**src/rtl/rs232_tx_wrapper.sv**
```systemverilog
// Avalon-MM master that feeds a NUM_BYTES-wide word into the RS232 UART TX register,
// MSB byte first. Each byte is preceded by STATUS polls until the TX-ready bit is set.
module rs232_tx_wrapper #(
  parameter int         NUM_BYTES   = 4,
  parameter logic [4:0] RX_BASE     = 5'd0,
  parameter logic [4:0] TX_BASE     = 5'd4,
  parameter logic [4:0] STATUS_BASE = 5'd8,
  parameter int         TX_OK_BIT   = 6,
  localparam int        DATA_W      = 8 * NUM_BYTES
) (
  input  logic              avm_clk,
  input  logic              avm_rst,
  output logic [4:0]        avm_address,
  output logic              avm_read,
  input  logic [31:0]       avm_readdata,
  output logic              avm_write,
  output logic [31:0]       avm_writedata,
  input  logic              avm_waitrequest,
  input  logic [DATA_W-1:0] i_data,
  input  logic              i_valid,
  output logic              o_ready,
  output logic              o_done
);

  typedef enum logic [1:0] {S_IDLE, S_POLL, S_WRITE} state_t;

  localparam logic [1:0] LAST = 2'(NUM_BYTES - 1);

  state_t              state, state_n;
  logic [1:0]          cnt, cnt_n;
  logic [DATA_W-1:0]   shift_r, shift_n;
  logic [4:0]          addr_n;
  logic                rd_n, wr_n, done_n;
  logic [31:0]         wd_n;

  // Only the TX-ready bit of STATUS matters; RX_BASE is kept for the register map only.
  logic unused_bits;
  assign unused_bits = ^{avm_readdata, RX_BASE};

  assign o_ready = (state == S_IDLE);

  // State and all bus-facing outputs are registered together.
  always_ff @(posedge avm_clk or posedge avm_rst) begin
    if (avm_rst) begin
      state         <= S_IDLE;
      cnt           <= 2'd0;
      shift_r       <= '0;
      avm_address   <= STATUS_BASE;
      avm_read      <= 1'b0;
      avm_write     <= 1'b0;
      avm_writedata <= 32'd0;
      o_done        <= 1'b0;
    end else begin
      state         <= state_n;
      cnt           <= cnt_n;
      shift_r       <= shift_n;
      avm_address   <= addr_n;
      avm_read      <= rd_n;
      avm_write     <= wr_n;
      avm_writedata <= wd_n;
      o_done        <= done_n;
    end
  end

  // Next-state and next-output decode; bus signals hold unless the slave completes a transfer.
  always_comb begin
    state_n = state;
    cnt_n   = cnt;
    shift_n = shift_r;
    addr_n  = avm_address;
    rd_n    = avm_read;
    wr_n    = avm_write;
    wd_n    = avm_writedata;
    done_n  = 1'b0;
    case (state)
      S_IDLE: begin
        if (i_valid) begin
          shift_n = i_data;
          cnt_n   = 2'd0;
          state_n = S_POLL;
          rd_n    = 1'b1;
          wr_n    = 1'b0;
          addr_n  = STATUS_BASE;
        end
      end
      S_POLL: begin
        // A poll returning not-ready simply repeats the read on the next cycle.
        if (!avm_waitrequest && avm_readdata[TX_OK_BIT]) begin
          state_n = S_WRITE;
          rd_n    = 1'b0;
          wr_n    = 1'b1;
          addr_n  = TX_BASE;
          wd_n    = {24'd0, shift_r[DATA_W-1 -: 8]};
        end
      end
      S_WRITE: begin
        if (!avm_waitrequest) begin
          shift_n = shift_r << 8;
          wr_n    = 1'b0;
          if (cnt == LAST) begin
            state_n = S_IDLE;
            rd_n    = 1'b0;
            done_n  = 1'b1;
            cnt_n   = 2'd0;
          end else begin
            cnt_n   = cnt + 2'd1;
            state_n = S_POLL;
            rd_n    = 1'b1;
            addr_n  = STATUS_BASE;
          end
        end
      end
      default: state_n = S_IDLE;
    endcase
  end

endmodule

```
**config.mk**
```make
export PLATFORM = sky130hd
export DESIGN_NAME = rs232_tx_wrapper
export DESIGN_NICKNAME = d
export VERILOG_FILES = /design/src/rtl/rs232_tx_wrapper.sv
export SDC_FILE = /design/constraint.sdc
export NUM_CORES = 1
export LEC_CHECK = 0
export ABC_AREA = 0
export BUFFER_PORTS_ARGS = -buffer_cell sky130_fd_sc_hd__buf_4
export CAP_MARGIN = 20
export CORE_ASPECT_RATIO = 0.6
export CORE_UTILIZATION = 53
export CTS_BUF_LIST = sky130_fd_sc_hd__clkbuf_8
export DETAILED_ROUTE_END_ITERATION = 10
export PLACE_DENSITY = 0.95
export SLEW_MARGIN = 30
export SYNTH_ARGS = -nofsm -noshare
export SYNTH_HDL_FRONTEND = slang
export SYNTH_SLANG_ARGS = --single-unit
```
**constraint.sdc**
```tcl
create_clock -name avm_clk -period 4.68 [get_ports avm_clk]
set_input_delay 1.17 -clock avm_clk [delete_from_list [all_inputs] [get_ports avm_clk]]
set_output_delay 1.17 -clock avm_clk [all_outputs]
set_load 0.1 [all_outputs]
```
* After elaboration in Yosys (flattened, before gate mapping)
Cells that the tools add are included.
** Word-level totals
- Flip-flop bits (word level) :: 52
- Output and inout bits :: 41
- Input bits :: 68
** Cells by class
- Add/subtract/negate cells :: 1
- Multiplexer cells :: 29
- Equality and inequality tests :: 7
- Reduce and logical (&&, ||, !) cells :: 10
** Operators with widths (number)
- $mux 32 :: 2
- $pmux 32 s2 :: 1
- $mux 5 :: 4
- $pmux 5 s3 :: 1
- $mux 2 :: 6
- $mux 1 :: 11
- $ne 2x2->1 const B :: 4
- $pmux 1 s3 :: 2
- $pmux 2 s3 :: 1
- $reduce_and 3->1 :: 2
- $reduce_and 5->1 :: 1
- $eq 2x2->1 const B :: 2
- $pmux 2 s2 :: 1
- $reduce_and 4->1 :: 1
- $reduce_bool 3->1 :: 1
- $add 2x1->2 const B :: 1
- $eq 2x1->1 const B :: 1
- $logic_not 2->1 :: 1
- $reduce_and 2->1 :: 1
- $reduce_bool 2->1 :: 1
- $logic_and 1x1->1 :: 1
- $logic_not 1->1 :: 1

* Longest topological paths before layout
Gate-level depths: netlist (run 1).
- Depth in word-level cells :: 4
- Mapped depth :: 6
- Mapped depth without buffers :: 4

* Worst setup path before layout (run 1)
OpenSTA, ideal clock, no wires.
- Kind :: register -> output
- Start :: register state[0]
- End :: output port o_ready
- Slack :: 1792 ps
- Data arrival time :: 1718 ps
- Required time :: 3510 ps
- Path buffers :: 0
- Cell stages (with the launch flop) :: 2
- Cell sequence :: dfrtp_1 > nor2_1
** Between the ends
- Word-level cells in the longest chain between the ends :: 1
** Ends and longest elaborated chain
- start, declared :: line 29 : state_t state, state_n;
- start signal, assigned :: line 54 : state <= state_n;
- $logic_not 2->1 :: line 40 : assign o_ready = (state == S_IDLE);
- end, declared :: line 21 : output logic o_ready,
Every way passes these cells.

* Worst setup path in the final report (run 1)
- Start :: input port avm_waitrequest
- End :: register shift_r[8]
** Between the ends
- Word-level cells in the longest chain between the ends :: 2
** Ends and longest elaborated chain
- start, declared :: line 18 : input logic avm_waitrequest,
- $ne 2x2->1 (no source line)
- $reduce_and 3->1 (no source line)
- end signal, assigned :: line 56 : shift_r <= shift_n;
- end, declared :: line 31 : logic [DATA_W-1:0] shift_r, shift_n;
Every way passes these cells.
A chain may end at the register's enable or synchronous reset.

==> impl_metrics.tcl, run 1 <==
set metrics [dict create \
    outcome "finished clean" \
    drtPass1Iterations 4 \
    clk_path_buf_depth 2 \
    cts_resized 0 \
    reg2reg_slack_ps 2430 \
    wirelength_mm 4.08 \
    dp.cells 300 \
    fp.dieW_um 92.6 \
    cts.clk_slew.worst_paths_ps 90 \
    synth_cell_types 26 \
    cp_max_fo 25 \
    fin_skew_ps 4.47 \
    final_common_cell "buf_4" \
    postCtsSetupRepairBufs 0 \
    synth_seq_cells 49 \
    vias 1429 \
    wire_per_inst_um 13.2 \
    yosysWarningCount 0 \
    cap_viol_max_count 0 \
    fp.coreArea_mm2 0.00466 \
    finalSetupViolCount 0 \
    grt_pass1_vias 1483 \
    irDropWorstVdd_mv 0.290 \
    layout_common_cells "52 x buf_4, 48 x dfrtp_1, 32 x mux2_4" \
    dieArea_mm2 0.00521 \
    hpwl_mm 2.93 \
    setup_tns_ps 0 \
    whs_ps 473 \
    grt_pass1_wl_mm 6.94 \
    tightest_slew_ps 948 \
    hold_path_class "reg -> reg" \
    antenna_found_initial 0 \
    cts_htree_levels 2 \
    cts_tree "built" \
    drt_first_iter_violations 38 \
    leakage_nw 1.54 \
    r2r_end "shift_r[8]" \
    port_buffers 50 \
    grt.overflow.total 0 \
    synth_edf_count 0 \
    cts_root_buf "clkbuf_8" \
    synth_flop_cell "dfrtp_1" \
    cp-end-kind "flop" \
    nets 314 \
    hold_start "avm_address[3]" \
    synth_area_mm2 0.00261 \
    hold_viol_final 0 \
    area_growth_pct 14.9 \
    io_pins 109 \
    fmax_ghz 0.366 \
    seq_area_frac_synth_pct 47.1 \
    gr-usage-all-layers_pct 17.8 \
    diodes 0 \
    whs_endpoint "avm_address[3]" \
    ant_nets 0 \
    post-route-min-period_ps 2730 \
    avgSynthCellArea_um2 13.4 \
    cts_sinks 49 \
    worstSetupPathType "in -> reg" \
    critPathArrivalTime_ps 2920 \
    async_flop_share_pct 100 \
    gp_congestion 0.730 \
    initial_utilization_pct 56.0 \
    drc 0 \
    final_cells 308 \
    required_ps 4870 \
    relSlewSlack_pct 36.6 \
    cts_made_buffers 5 \
    timing.rr.start "state[1]" \
    clkLatencyLatePin_ps 300 \
    finalMaxSlewViolations 0 \
    fin_crit_sh_pct 58.3 \
    grt_max_degree 50 \
    viasPerCell 4.64 \
    drive_above_1_share_pct 50.2 \
    powerDensity_mw_per_mm2 684 \
    rr_worst_depth 4 \
    whs_path_depth 2 \
    die_h_um 56.3 \
    core.rowCount 19 \
    power.total_w 0.00205 \
    cp-start-kind "input port" \
    netlist_instances 194 \
    ctsHoldBuffers 0 \
    rsz0062_at_grt "no" \
]
[worst max-delay path, stage by stage]
cell      delay [ps]
buf_4            130
nand2b_1         170
a21oi_4          770
buf_4            320
mux2_2           350
[cells by family (layout without fill, tap and decap cells)]
logic type / after synthesis / count (layout) / share of synthesized area [%]
buf+inv: 48 / 73 / 12.4
mux: 66 / 66 / 32.7
simple gates: 19 / 19 / 3.84
other cells: 1 / 27 / 0.144
flops: 49 / 49 / 47.1
compound gates: 9 / 9 / 2.83
fa+ha+maj: 2 / 2 / 0.960
[final cells by class]
type	instances	area [µm²]
well taps	63	78.8
clock buffers	5	68.8
flip-flops and latches	49	1230
multi-input cells	123	1160
fillers	378	1660
inverters	13	51.3
clock inverters	3	17.5
repair buffers	52	390
[cells in the mapped netlist, drive strengths merged, types with 2 or more instances]
cell,instances,area [µm²]
nand2,8,30.0
inv,13,48.8
ha,2,25.0
a21o,2,15.0
o21bai,2,15.0
nand2b,4,25.0
dfrtp,48,1200
buf,35,275
a21oi,2,21.3
mux2i,8,80.1
mux2,58,773
nor2,3,11.3
[per-layer routing]
layer  share of wire [%]  track usage [%]
met4                 1.4             6.70
met5                   0                0
met2                  46             28.1
met3                 6.8             6.64
met1                  46             22.3
[stage by stage]
step	utilization, %	setup WS [ps]	instance area [µm²]
floorplan	-	1790	2710
global placement	62.3	1650	2900
detailed placement	62.3	1620	2900
CTS	64.2	1940	2990
global route	64.3	1880	3000
finish	64.3	1950	3000
[sequential cells by signal, indices dropped and copies added (netlist names)]
signal         flops
avm_read           1
avm_write          1
avm_writedata      8
state              2
shift_r           32
cnt                2
o_done             1
avm_address        2
[how the worst max path moves through the flow]
stage	start	to	slack (ps)
after floorplan	state[0]	o_ready	1790
after global placement	avm_waitrequest	shift_r[9]	1650
after detailed placement	avm_waitrequest	shift_r[8]	1620
after CTS	avm_waitrequest	shift_r[8]	1940
after global routing	avm_waitrequest	shift_r[9]	1880
final	avm_waitrequest	shift_r[8]	1950
[power by group]
part,total [W],leakage [nW],switching [W],internal (W)
registers,0.000745,0.586,0.000117,0.000628
logic,0.00106,0.909,0.000689,0.000372
clock network,0.000242,0.0439,0.000139,0.000103
No activity file was read; power rests on OpenSTA's default activity.
==> inputs of run 2 (changes only) <==
CORE_UTILIZATION = 45   (was 53)
PLACE_DENSITY = 0.87   (was 0.95)
clock period = 2.25 ns   (was 4.68 ns; I/O delays follow)
==> run 2 against run 1 <==
Net effect: die area is 17% higher; clock skew is 1.3 ps higher; count of clock-buffer cells in the layout stayed put; sequential power is 110% higher; highest routed layer unchanged; critical path type is now reg -> out; hold slack worse by 190 ps; largest power group unchanged.
==> impl_metrics.tcl, run 2 (synthesis gave the netlist of run 1 again) <==
set metrics [dict create \
    cts_made_buffers 5 \
    hpwl_mm 3.08 \
    grt_pass1_vias 1346 \
    diodes 0 \
    cts_root_buf "clkbuf_8" \
    finalSetupViolCount 0 \
    antenna_found_initial 0 \
    wire_per_inst_um 13.2 \
    drive_above_1_share_pct 50.8 \
    critPathArrivalTime_ps 1210 \
    final_cell_area_mm2 0.00311 \
    grt_pass1_wl_mm 6.73 \
    fin_ws_ps 480 \
    drtPass1Iterations 3 \
    cts_resized 0 \
    largestRegisters "shift_r (32), avm_writedata (8)" \
    postCtsSetupRepairBufs 0 \
    cts_tree "built" \
    finalMaxSlewViolations 0 \
    layout_common_cells "50 x buf_4, 48 x dfrtp_1, 32 x mux2_4" \
    port_buffers 50 \
    cap_viol_max_count 0 \
    gr-usage-all-layers_pct 14.9 \
    rsz0062_at_grt "no" \
    irDropWorstVdd_mv 0.561 \
    setup_tns_ps 0 \
    gp_congestion 0.655 \
    cp-end-kind "output pin" \
    cp_top_family "flip-flops" \
    ctsHoldBuffers 0 \
    final_cells 326 \
    drc 0 \
    grt.overflow.total 0 \
    largest_reg_flops 32 \
    clk_path_buf_depth 2 \
    viasPerCell 4.48 \
    core.rowCount 21 \
    crit_path_max_incr_delay_ps 480 \
    cp-start-kind "flop" \
    die_h_um 61.0 \
    fin_crit_sh_pct 78.7 \
    tightest_slew_ps 502 \
    pre_cts_ws_ps 421 \
    nets 315 \
    fp.coreArea_mm2 0.00557 \
    regMostFlops "shift_r" \
    hold_viol_final 0 \
    io_pins 109 \
    cpMaxStageDelayCell "dfrtp_1" \
    cts_sinks 49 \
    path_cells "nor2_2 -> buf_4" \
    initial_utilization_pct 46.8 \
    worstSetupPathType "reg -> out" \
    outcome "finished clean" \
    worstPathBufferInverterCount 1 \
    required_ps 1690 \
    placed_cell_area_mm2 0.00297 \
    hold_path_class "in -> async" \
    fmax_ghz 0.565 \
    clkLatencyLatePin_ps 300 \
    cts.clk_slew.worst_paths_ps 100 \
    vias 1460 \
    powerDensity_mw_per_mm2 1460 \
    relSlewSlack_pct 66.5 \
    dieArea_mm2 0.00611 \
    final_common_cell "buf_4" \
    wirelength_mm 4.32 \
    power.total_w 0.00454 \
    grt_max_degree 38 \
    drt_first_iter_violations 31 \
    dp.cells 318 \
    fp.dieW_um 100 \
    area_growth_pct 19.2 \
    cp_max_fo 7 \
    fin_skew_ps 5.82 \
    ant_nets 0 \
    leakage_nw 1.58 \
    post-route-min-period_ps 1770 \
    cts_htree_levels 2 \
]
run 2: cell count changes in the layout (fill, tap and decap cells not counted), sizes merged:
cell      delta
bufinv       +2
clkinv       -2
buf          +1
inv          +1
clkinvlp     -1
run 2: final timing paths:
kind | from | depth (start not counted) | endpoint | slack [ps]
max | state[0] | 2 | o_ready | 480
min | avm_rst | 2 | avm_writedata[3] | 280
max reg2reg | state[0] | 4 | shift_r[13] | 530
min reg2reg | avm_address[2] | 1 | avm_address[2] | 490
max in group asynchronous | avm_rst | 3 | shift_r[8] | 1450
min in group avm_clk | avm_waitrequest | 2 | o_done | 450
run 2: layout make-up:
cell class	count	area [µm²]
clock inverter	3	68.8
timing repair buffer	53	435
multi-input combinational	123	1160
clock buffer	5	68.8
sequential	49	1230
tap	80	100
fill	500	2460
inverter	13	48.8
run 2: worst register-to-register path: stages (launching register included):
cell	delay (ps)
dfrtp_1	510
nand2b_2	200
buf_12	230
mux2_2	410
mux2_2	260
run 2: power breakdown:
| part | internal (W) | total (W) | switching, W |
|---|---|---|---|
| registers | 0.00131 | 0.00156 | 0.000250 |
| logic | 0.000788 | 0.00223 | 0.00144 |
| clock network | 0.000448 | 0.000752 | 0.000304 |
run 2: routing by layer:
| layer | up-vias | track usage, % | routed length [µm] |
|---|---|---|---|
| li1 | 699 | - | - |
| met1 | 721 | 21.3 | 2260 |
| met2 | 38 | 22.3 | 1880 |
| met3 | 2 | 4.26 | 166 |
| met4 | 0 | 3.73 | 13 |
| met5 | - | 0 | 0 |
run 2: per-stage QoR:
stage / utilization, % / hold WS [ps]
6_report: 55.8 / 281
5_1_grt: 55.8 / 314
4_1_cts: 55.8 / 290
3_5_place_dp: 53.3 / 469
3_3_place_gp: 53.3 / 450
2_1_floorplan: - / 475
==> inputs of run 3 (changes only) <==
CORE_UTILIZATION = 50   (was 45)
PLACE_DENSITY = 0.91   (was 0.87)
clock period = 1.8 ns   (was 2.25 ns; I/O delays follow)
==> run 3 against run 2 <==
Net effect: clock skew rose by 1.1 ps; hold slack worse by 120 ps; final area decreased by 1.2%; via count up 1.5%; critical path type unchanged; largest cell class unchanged; highest routed layer unchanged.
==> impl_metrics.tcl, run 3 (synthesis gave the netlist of run 1 again) <==
set metrics [dict create \
    p_int_w 0.00292 \
    multi_input_area_mm2 0.00116 \
    fillers 381 \
    dieArea_mm2 0.00552 \
    clkLatencyLatePin_ps 310 \
    drtPass1Iterations 4 \
    startpoint "state[0]" \
    fmax_ghz 0.585 \
    cpMostUsedCell "buf_4" \
    nets 319 \
    gr-usage-all-layers_pct 17.8 \
    cts.clk_slew.worst_paths_ps 100 \
    timing.rr.start "state[1]" \
    grt_max_degree 50 \
    cts_root_buf "clkbuf_8" \
    rsz0062_at_grt "no" \
    wirelength_mm 4.40 \
    clkPwrFrac_pct 12.3 \
    setup_tns_ps 0 \
    regArea_mm2 0.00123 \
    grtUsageMet3_pct 6.69 \
    cts_sinks 49 \
    leakage_nw 1.56 \
    grt_pass1_vias 1495 \
    fin_ws_ps 91.2 \
    final_common_cell "buf_4" \
    power.total_w 0.00543 \
    post-route-min-period_ps 1710 \
    irDropWorstVdd_mv 0.722 \
    antenna_found_initial 0 \
    outcome "finished clean" \
    initial_utilization_pct 54.6 \
    cpMaxStageDelayCell "dfrtp_1" \
    io_pins 109 \
    cp-start-kind "flop" \
    worstSetupPathType "reg -> out" \
    wire_per_inst_um 14.0 \
    largestRegisters "shift_r (32), avm_writedata (8)" \
    pre_cts_ws_ps 97.0 \
    cts_resized 0 \
    ctsHoldBuffers 0 \
    area_growth_pct 17.8 \
    fin_crit_sh_pct 94.9 \
    layout_common_cells "54 x buf_4, 48 x dfrtp_1, 32 x mux2_4" \
    cp_max_fo 6 \
    fp.dieW_um 95.2 \
    cts_htree_levels 2 \
    vias 1482 \
    hpwl_mm 3.23 \
    dp.cells 305 \
    final_cells 313 \
    gp_congestion 0.741 \
    hold_viol_final 0 \
    regMostFlops "shift_r" \
    cts_tree "built" \
    whs_ps 165 \
    drt_first_iter_violations 57 \
    fp.coreArea_mm2 0.00478 \
    postCtsSetupRepairBufs 0 \
    fin_skew_ps 6.91 \
    switchingPower_w 0.00251 \
    p_seq_share_pct 35.6 \
    finalMaxSlewViolations 0 \
    crit_path_max_incr_delay_ps 390 \
    grt_pass1_wl_mm 7.14 \
    core.rowCount 19 \
    busiest_layer "met2" \
    worstPathBufferInverterCount 2 \
    port_buffers 50 \
    cts_made_buffers 5 \
    drive_above_1_share_pct 51.6 \
    viasPerCell 4.73 \
    met2_usage_pct 26.9 \
    die_h_um 57.9 \
    grt.overflow.total 0 \
    cp-end-kind "output pin" \
    cp_top_family "buffers and inverters" \
    drc 0 \
    cap_viol_max_count 0 \
    path_cells "buf_4 -> nor2_2 -> buf_4" \
    powerDensity_mw_per_mm2 1770 \
    largest_reg_flops 32 \
    use_met1_pct 22.7 \
    clk_path_buf_depth 2 \
    power_frac_comb_pct 52.2 \
    ant_nets 0 \
    required_ps 1350 \
    finalSetupViolCount 0 \
    critPathArrivalTime_ps 1260 \
    diodes 0 \
    hold_path_class "in -> async" \
    switching_share_pct 46.3 \
]
## run 3: changes by cell type in the layout (fill, tap and decap cells not counted)
| cell | previous run | this run |
|---|---|---|
| bufinv_16 | 2 | 0 |
| buf_4 | 50 | 54 |
| inv_6 | 1 | 0 |
| clkinvlp_4 | 0 | 3 |
## run 3: metrics by stage
stage               instance area, µm²  util (%)
finish                            3070      64.3
global placement                  2980      62.3
detailed placement                2980      62.3
CTS                               3070      64.3
global route                      3070      64.3
floorplan                         2710         -
## run 3: worst reg2reg max path, cell delays in order, from the launching register on
cell and delay, ps:
dfrtp_1 460, nand2b_2 210, buf_12 220, mux2_2 370, mux2_2 260
## run 3: per-layer routing
layer | routed length (µm) | up-vias | share of wire, %
met5 | 0 | - | 0
met4 | 77 | 0 | 1.8
met3 | 342 | 8 | 7.8
met2 | 2050 | 46 | 47
met1 | 1930 | 722 | 44
li1 | - | 706 | -
## run 3: power by group through the flow
stage,registers (W),clock network (W),logic [W]
after CTS,0.00194,0.000689,0.00286
after detailed placement,0.00196,0,0.00285
after floorplan,0.00288,0,0.00141
final,0.00193,0.000666,0.00283
after global routing,0.00200,0.000743,0.00298
after global placement,0.00192,0,0.00280
## run 3: path summary, 6_finish.rpt
| path | cells past startpoint | end | slack, ps |
|---|---|---|---|
| max in group asynchronous | 3 | avm_address[3] | 1360 |
| max reg2reg | 4 | shift_r[13] | 180 |
| max | 3 | o_ready | 90 |
| min in group avm_clk | 2 | o_done | 330 |
| min | 3 | avm_writedata[5] | 170 |
| min reg2reg | 2 | avm_address[3] | 470 |
## run 3: final cells by class
class | count | share of cell area (%)
Clock buffer | 5 | 2.24
Clock inverter | 3 | 0.733
Inverter | 13 | 1.59
Multi-Input combinational cell | 123 | 37.7
Sequential cell | 49 | 40.0
Tap cell | 63 | 2.57
Timing Repair Buffer | 57 | 15.2
